--- src/rtl/oled_pkg.sv ---
// ============================================================================
//  Module : oled_pkg
//  Brief  : Shared types and constants for the OLED power/command sequencer
//  Rev    : 1.0  initial release
// ============================================================================
`default_nettype none

package oled_pkg;

   // Top-level sequencer states
   typedef enum logic [3:0] {
      ST_PWR_UP       = 4'd0,
      ST_VDD_WAIT     = 4'd1,
      ST_ROM_START    = 4'd2,
      ST_ROM_WAIT     = 4'd3,
      ST_RES_LOW      = 4'd4,
      ST_VBAT_WAIT    = 4'd5,
      ST_READY        = 4'd6,
      ST_HOST_WAIT    = 4'd7,
      ST_SD_START     = 4'd8,
      ST_SD_WAIT      = 4'd9,
      ST_SD_VBAT_WAIT = 4'd10,
      ST_OFF          = 4'd11
   } oled_seq_state_e;

   // Byte-issue handshake states
   typedef enum logic [2:0] {
      IS_IDLE      = 3'd0,
      IS_ISSUE     = 3'd1,
      IS_VALID     = 3'd2,
      IS_WAIT_BUSY = 3'd3,
      IS_WAIT_DONE = 3'd4
   } issuer_state_e;

   localparam int INIT_ROM_LEN = 10;
   localparam int ROM_IDX_W    = 4;

   // Element [0] is the first byte sent (rightmost in the concatenation)
   localparam logic [INIT_ROM_LEN-1:0][7:0] INIT_ROM = {
      8'hAF, 8'h20, 8'hDA, 8'hC8, 8'hA1,
      8'hF1, 8'hD9, 8'h14, 8'h8D, 8'hAE
   };

   // First ROM index sent after the reset pulse / after VBAT comes up
   localparam logic [ROM_IDX_W-1:0] RES_PULSE_IDX = 4'd1;
   localparam logic [ROM_IDX_W-1:0] VBAT_IDX      = 4'd5;
   localparam logic [ROM_IDX_W-1:0] ROM_LAST_IDX  = ROM_IDX_W'(INIT_ROM_LEN - 1);

   localparam logic [7:0] CMD_DISPLAY_OFF = 8'hAE;

endpackage

`default_nettype wire

--- src/rtl/spi_byte_issuer.sv ---
// ============================================================================
//  Module : spi_byte_issuer
//  Brief  : Pushes one byte into the SPI byte engine and reports completion.
//           Holds the D/C level from the start request until the next start.
//  Rev    : 1.0  initial release
// ============================================================================
`default_nettype none

module spi_byte_issuer
   import oled_pkg::*;
(
   input  logic       clk_i,
   input  logic       rst_n_i,
   input  logic       start_i,
   input  logic [7:0] byte_i,
   input  logic       dc_i,
   input  logic       spi_tready_i,
   output logic       spi_tvalid_o,
   output logic [7:0] spi_tdata_o,
   output logic       dc_o,
   output logic       done_o
);

   issuer_state_e state_q, state_d;
   logic [7:0]    byte_q;
   logic          dc_q;

   // State register; byte and D/C are captured when a start is accepted
   always_ff @(posedge clk_i) begin
      if (!rst_n_i) begin
         state_q <= IS_IDLE;
         byte_q  <= 8'h00;
         dc_q    <= 1'b0;
      end else begin
         state_q <= state_d;
         if (start_i && (state_q == IS_IDLE)) begin
            byte_q <= byte_i;
            dc_q   <= dc_i;
         end
      end
   end

   // Handshake progression: wait idle engine, pulse valid, see busy, see idle
   always_comb begin
      state_d = state_q;
      unique case (state_q)
         IS_IDLE:      if (start_i)       state_d = IS_ISSUE;
         IS_ISSUE:     if (spi_tready_i)  state_d = IS_VALID;
         IS_VALID:                        state_d = IS_WAIT_BUSY;
         IS_WAIT_BUSY: if (!spi_tready_i) state_d = IS_WAIT_DONE;
         IS_WAIT_DONE: if (spi_tready_i)  state_d = IS_IDLE;
         default:                         state_d = IS_IDLE;
      endcase
   end

   // Outputs decoded from the current state
   always_comb begin
      spi_tvalid_o = (state_q == IS_VALID);
      spi_tdata_o  = byte_q;
      dc_o         = dc_q;
      done_o       = (state_q == IS_WAIT_DONE) && spi_tready_i;
   end

endmodule

`default_nettype wire

--- src/rtl/oled_spi_seq.sv ---
// ============================================================================
//  Module : oled_spi_seq
//  Brief  : SSD1306-class OLED power-up/power-down sequencer and command
//           scheduler sharing one SPI byte engine between the init ROM and
//           a single host requester.
//  Rev    : 1.0  initial release
// ============================================================================
`default_nettype none

module oled_spi_seq
   import oled_pkg::*;
#(
   parameter int VDD_DLY_CYC  = 100000,
   parameter int RES_DLY_CYC  = 100000,
   parameter int VBAT_DLY_CYC = 10000000,
   parameter int CNT_W        = 32
)
(
   input  logic       clkIn,
   input  logic       rstNIn,
   output logic       spiTValidOut,
   output logic [7:0] spiTDataOut,
   input  logic       spiTReadyIn,
   input  logic       hostValidIn,
   output logic       hostReadyOut,
   input  logic [7:0] hostDataIn,
   input  logic       hostDcIn,
   input  logic       shutdownIn,
   output logic       dcOut,
   output logic       resNOut,
   output logic       vddNOut,
   output logic       vbatNOut,
   output logic       readyOut,
   output logic       offOut
);

   // Counters hold N-1 on entry so a wait state lasts exactly N cycles
   localparam logic [CNT_W-1:0] c_VDD_LOAD  = CNT_W'(VDD_DLY_CYC - 1);
   localparam logic [CNT_W-1:0] c_RES_LOAD  = CNT_W'(RES_DLY_CYC - 1);
   localparam logic [CNT_W-1:0] c_VBAT_LOAD = CNT_W'(VBAT_DLY_CYC - 1);

   oled_seq_state_e        state_q, state_d;
   logic [CNT_W-1:0]       cnt_q, cnt_d;
   logic [ROM_IDX_W-1:0]   idx_q, idx_d;
   logic                   res_n_q, res_n_d;
   logic                   vdd_n_q, vdd_n_d;
   logic                   vbat_n_q, vbat_n_d;

   logic                   iss_start;
   logic [7:0]             iss_byte;
   logic                   iss_dc;
   logic                   iss_done;
   logic                   host_accept;

   // State, delay counter, ROM index and rail/reset pin registers
   always_ff @(posedge clkIn) begin
      if (!rstNIn) begin
         state_q  <= ST_PWR_UP;
         cnt_q    <= '0;
         idx_q    <= '0;
         res_n_q  <= 1'b1;
         vdd_n_q  <= 1'b1;
         vbat_n_q <= 1'b1;
      end else begin
         state_q  <= state_d;
         cnt_q    <= cnt_d;
         idx_q    <= idx_d;
         res_n_q  <= res_n_d;
         vdd_n_q  <= vdd_n_d;
         vbat_n_q <= vbat_n_d;
      end
   end

   // Next-state logic: power sequencing, ROM stepping, host and shutdown flow
   always_comb begin
      state_d  = state_q;
      cnt_d    = cnt_q;
      idx_d    = idx_q;
      res_n_d  = res_n_q;
      vdd_n_d  = vdd_n_q;
      vbat_n_d = vbat_n_q;
      unique case (state_q)
         ST_PWR_UP: begin
            vdd_n_d = 1'b0;
            cnt_d   = c_VDD_LOAD;
            state_d = ST_VDD_WAIT;
         end
         ST_VDD_WAIT: begin
            if (cnt_q == '0) begin
               idx_d   = '0;
               state_d = ST_ROM_START;
            end else begin
               cnt_d = cnt_q - 1'b1;
            end
         end
         ST_ROM_START: state_d = ST_ROM_WAIT;
         ST_ROM_WAIT: begin
            if (iss_done) begin
               if (idx_q == (RES_PULSE_IDX - 1'b1)) begin
                  res_n_d = 1'b0;
                  cnt_d   = c_RES_LOAD;
                  state_d = ST_RES_LOW;
               end else if (idx_q == (VBAT_IDX - 1'b1)) begin
                  vbat_n_d = 1'b0;
                  cnt_d    = c_VBAT_LOAD;
                  state_d  = ST_VBAT_WAIT;
               end else if (idx_q == ROM_LAST_IDX) begin
                  state_d = ST_READY;
               end else begin
                  idx_d   = idx_q + 1'b1;
                  state_d = ST_ROM_START;
               end
            end
         end
         ST_RES_LOW: begin
            if (cnt_q == '0) begin
               res_n_d = 1'b1;
               idx_d   = RES_PULSE_IDX;
               state_d = ST_ROM_START;
            end else begin
               cnt_d = cnt_q - 1'b1;
            end
         end
         ST_VBAT_WAIT: begin
            if (cnt_q == '0) begin
               idx_d   = VBAT_IDX;
               state_d = ST_ROM_START;
            end else begin
               cnt_d = cnt_q - 1'b1;
            end
         end
         ST_READY: begin
            // Shutdown outranks a host byte offered in the same cycle
            if (shutdownIn)       state_d = ST_SD_START;
            else if (hostValidIn) state_d = ST_HOST_WAIT;
         end
         ST_HOST_WAIT: if (iss_done) state_d = ST_READY;
         ST_SD_START:  state_d = ST_SD_WAIT;
         ST_SD_WAIT: begin
            if (iss_done) begin
               vbat_n_d = 1'b1;
               cnt_d    = c_VBAT_LOAD;
               state_d  = ST_SD_VBAT_WAIT;
            end
         end
         ST_SD_VBAT_WAIT: begin
            if (cnt_q == '0) begin
               vdd_n_d = 1'b1;
               state_d = ST_OFF;
            end else begin
               cnt_d = cnt_q - 1'b1;
            end
         end
         ST_OFF: if (!shutdownIn) state_d = ST_PWR_UP;
         default: state_d = ST_PWR_UP;
      endcase
   end

   // Outputs and issuer requests decoded from the current state
   always_comb begin
      readyOut     = (state_q == ST_READY);
      offOut       = (state_q == ST_OFF);
      hostReadyOut = (state_q == ST_READY) && !shutdownIn;
      host_accept  = hostReadyOut && hostValidIn;
      iss_start    = 1'b0;
      iss_byte     = hostDataIn;
      iss_dc       = 1'b0;
      if (state_q == ST_ROM_START) begin
         iss_start = 1'b1;
         iss_byte  = INIT_ROM[idx_q];
      end else if (state_q == ST_SD_START) begin
         iss_start = 1'b1;
         iss_byte  = CMD_DISPLAY_OFF;
      end else if (host_accept) begin
         iss_start = 1'b1;
         iss_dc    = hostDcIn;
      end
      resNOut  = res_n_q;
      vddNOut  = vdd_n_q;
      vbatNOut = vbat_n_q;
   end

   spi_byte_issuer u_issuer (
      .clk_i        (clkIn),
      .rst_n_i      (rstNIn),
      .start_i      (iss_start),
      .byte_i       (iss_byte),
      .dc_i         (iss_dc),
      .spi_tready_i (spiTReadyIn),
      .spi_tvalid_o (spiTValidOut),
      .spi_tdata_o  (spiTDataOut),
      .dc_o         (dcOut),
      .done_o       (iss_done)
   );

endmodule

`default_nettype wire
--- config.mk ---
export PLATFORM = sky130hd
export DESIGN_NAME = oled_spi_seq
export DESIGN_NICKNAME = d
export VERILOG_FILES = /design/src/rtl/oled_pkg.sv /design/src/rtl/spi_byte_issuer.sv /design/src/rtl/oled_spi_seq.sv
export SDC_FILE = /design/constraint.sdc
export NUM_CORES = 1
export LEC_CHECK = 0
export CORE_MARGIN = 2
export CORE_UTILIZATION = 53
export DETAILED_ROUTE_END_ITERATION = 8
export HOLD_SLACK_MARGIN = 0.03
export PLACE_DENSITY = 0.87
export SETUP_SLACK_MARGIN = 0.3
export SLEW_MARGIN = 20
export SYNTH_ARGS = -nofsm -noshare
export SYNTH_HDL_FRONTEND = slang
export SYNTH_HIERARCHICAL = 1
export SYNTH_SLANG_ARGS = --single-unit
--- constraint.sdc ---
create_clock -name clkIn -period 3.5 [get_ports clkIn]
set_input_delay 1.05 -clock clkIn [delete_from_list [all_inputs] [get_ports clkIn]]
set_output_delay 1.05 -clock clkIn [all_outputs]
set_load 0.01 [all_outputs]
==> results.sh <==
export IMPL_grt_pass1_vias=3335
export IMPL_overflow=0
export IMPL_r2r_start="cnt_q[24]"
export IMPL_syn_inst=467
export IMPL_crit_required_ns=2.45
export IMPL_crit_path_end_kind="output pin"
export IMPL_worst_path_buf_inv=1
export IMPL_crit_fanout=16
export IMPL_holdPathEnd="u_issuer/dc_o"
export IMPL_drv_slew=0
export IMPL_first_pass_iters=6
export IMPL_cts_tree="yes"
export IMPL_gp_congestion=0.910
export IMPL_die_x_um=87.7
export IMPL_final_common_cell="dfxtp_1"
export IMPL_clock_latency_ns=0.35
export IMPL_critical_path_max_stage_delay_ns=0.66
export IMPL_path_cells="nor3b_1, clkdlybuf4s50_1"
export IMPL_grt_max_degree=39
export IMPL_final_cell_mix="dfxtp_1, nand2_1, nor2_1, o21ai_0, buf_4"
export IMPL_cts_made_buffers=9
export IMPL_post_drt_wl_per_cell_um=15.5
export IMPL_synth_compound_area_share=0.204
export IMPL_leakage_uw=0.00173
export IMPL_hpwl_um=6630
export IMPL_synthAdderAreaFrac=0.0270
export IMPL_max_freq_mhz=327
export IMPL_cts_hold_buf=0
export IMPL_grt_util_all_layers=0.256
export IMPL_detail_route_iter0_violations=328
export IMPL_rr_worst_depth=11
export IMPL_antenna_cells=0
export IMPL_area_growth_pct=20.9
export IMPL_power_density_nw_per_um2=626
export IMPL_root_buffer="clkbuf_8"
export IMPL_synth_edf_count=0
export IMPL_synth_cell_types=62
export IMPL_io_pins=30
export IMPL_fin_worst_skew_ns=0.00477
export IMPL_hold_class="flop to flop"
export IMPL_fin_ws_ns=0.442
export IMPL_holdWs_ns=0.455
export IMPL_setup_worst_path_start_class="flop"
export IMPL_slowest_stage="dfxtp_1"
export IMPL_clockBufferDepth=2
export IMPL_nets=536
export IMPL_ys_warnings_count=6
export IMPL_dieArea_um2=7690
export IMPL_synth_top_family_by_area="simple AND/OR/NAND/NOR gates"
export IMPL_rows=30
export IMPL_core_area_um2=6790
export IMPL_path_clk_slew_ns=0.07
export IMPL_final_util=0.660
export IMPL_synth_seq_cells=63
export IMPL_status="completed"
export IMPL_dp_slack_ns=-0.245
export IMPL_final_setup_viol_count=0
export IMPL_syn_num_nets=489
export IMPL_start_util=0.546
export IMPL_viasPerCell=5.90
export IMPL_synthMuxAreaShare=0.0550
export IMPL_layout_drive_gt1_share=0.146
export IMPL_r2r_setup_slack_ns=0.56
export IMPL_netlist_top_cells_area="dfxtp_1, nand2_1, nor2_1"
export IMPL_cap_violations=0
export IMPL_yosys_area_top_type="dfxtp_1"
export IMPL_async_flop_share=0
export IMPL_tightest_slew_ns=0.656
export IMPL_die_h_um=87.7
export IMPL_ant_nets=0
export IMPL_syn_area_per_cell_um2=7.94
export IMPL_peakVddDrop_mv=0.305
export IMPL_nFillCells=505
export IMPL_period_minus_slack_ns=3.06
export IMPL_synthFlopType="dfxtp_1"
export IMPL_post_route_cell_area_um2=4490
export IMPL_hold_viol=0
export IMPL_ctsHtreeMaxLevel=3
export IMPL_hold_path_depth=2
export IMPL_yosysTopAreaCellShare=0.340
export IMPL_grt_antenna_before_repair=0
export IMPL_grt_pass1_wl_um=15600
export IMPL_synthXorXnorAreaFrac=0.0401
export IMPL_finalPower_uw=2810
export IMPL_placed_cell_area_um2=4220
export IMPL_slew_headroom=0.559
export IMPL_synthSimpleGateAreaFrac=0.292
export IMPL_finalCritPeriodShare=0.874
export IMPL_ys_seq_area_frac=0.340
export IMPL_num_vias=3628
export IMPL_drc=0
export IMPL_wl_um=9530
export IMPL_io_buffers=29
export IMPL_arrival_ns=2.01
export IMPL_critPathKind="flop to output pin"
export IMPL_syn_area_um2=3710
export IMPL_hp_start="u_issuer/dc_o"
export IMPL_cp_top_family="flip-flops"
export IMPL_grt_setup_unrepaired="no"
export IMPL_clock_sinks=63
-- tightest hold or removal path, cell delays in order, from the launching register on --
cell	delay, ns
dfxtp_1	0.31
nand2_1	0.05
mux2i_1	0.05
-- worst max-delay path by stage --
stage / slack, ns / end / start / depth (start not counted)
floorplan: 0.30 / flop / spiTReadyIn / 11
global placement: -0.08 / flop / spiTReadyIn / 12
detailed placement: -0.24 / flop / spiTReadyIn / 11
CTS: 0.44 / flop / spiTReadyIn / 12
global route: 0.34 / readyOut / state_q[1] / 2
finish: 0.44 / readyOut / state_q[1] / 2
-- report_power, final --
| group | internal (uW) | total, uW | leakage, uW | switching [uW] |
|---|---|---|---|---|
| clock network | 344 | 642 | 0.0000981 | 298 |
| logic | 482 | 1190 | 0.00112 | 706 |
| registers | 830 | 976 | 0.000513 | 146 |
| total | 1660 | 2810 | 0.00173 | 1150 |
-- per-stage QoR --
step / cells / setup TNS [ns]
after CTS: 614 / 0
final: 615 / 0
after detailed placement: 595 / -0.646
after floorplan: 467 / 0
after global placement: 595 / -0.179
after global routing: 615 / 0
-- logic make-up after synthesis --
family,after synthesis
adder cells (fa/ha/maj),8
multiplexers,19
AO/OA/AOI/OAI,110
flip-flops,63
XOR/XNOR,17
AND/OR/NAND/NOR,214
buffers and inverters,36
-- synth_stat cells (all sizes together) (2+ instances only) --
cell,n
o31ai,9
nand2b,13
and3b,2
mux2i,18
inv,14
o21bai,4
a21oi,25
xnor2,9
a31oi,2
o211a,2
dfxtp,63
a31o,2
nand2,61
or3b,2
a22o,6
o31a,2
or4,3
and3,4
nor4,11
clkbuf,16
ha,8
nor3,18
or3,5
xor2,8
o22ai,3
nor3b,5
and2,2
a21boi,13
nand3,12
o21ai,29
nand4,5
nor2b,10
a211oi,2
or2,4
nor2,52
buf,6
a22oi,2
-- routing by layer --
metal  part of all wire  routed length [um]  track usage
met1               0.44                4220        0.341
met2               0.47                4510        0.405
met3              0.062                 589       0.0594
met4              0.021                 203       0.0923
met5                  0                   0            0
-- final cells by class --
type	count	area (um2)	share of cell area
well taps	96	120	0.0268
flip-flops and latches	63	1260	0.281
repair buffers	58	505	0.113
clock inverters	6	60.1	0.0134
inverters	14	52.6	0.0117
clock buffers	10	138	0.0307
multi-input cells	368	2350	0.524
-- timing repair --
action	4_1_cts	5_1_grt
pin swaps	3	1
resized for setup	9	2
setup endpoints to repair	5	6
setup buffers	3	1
(Power assumes the default switching activity.)
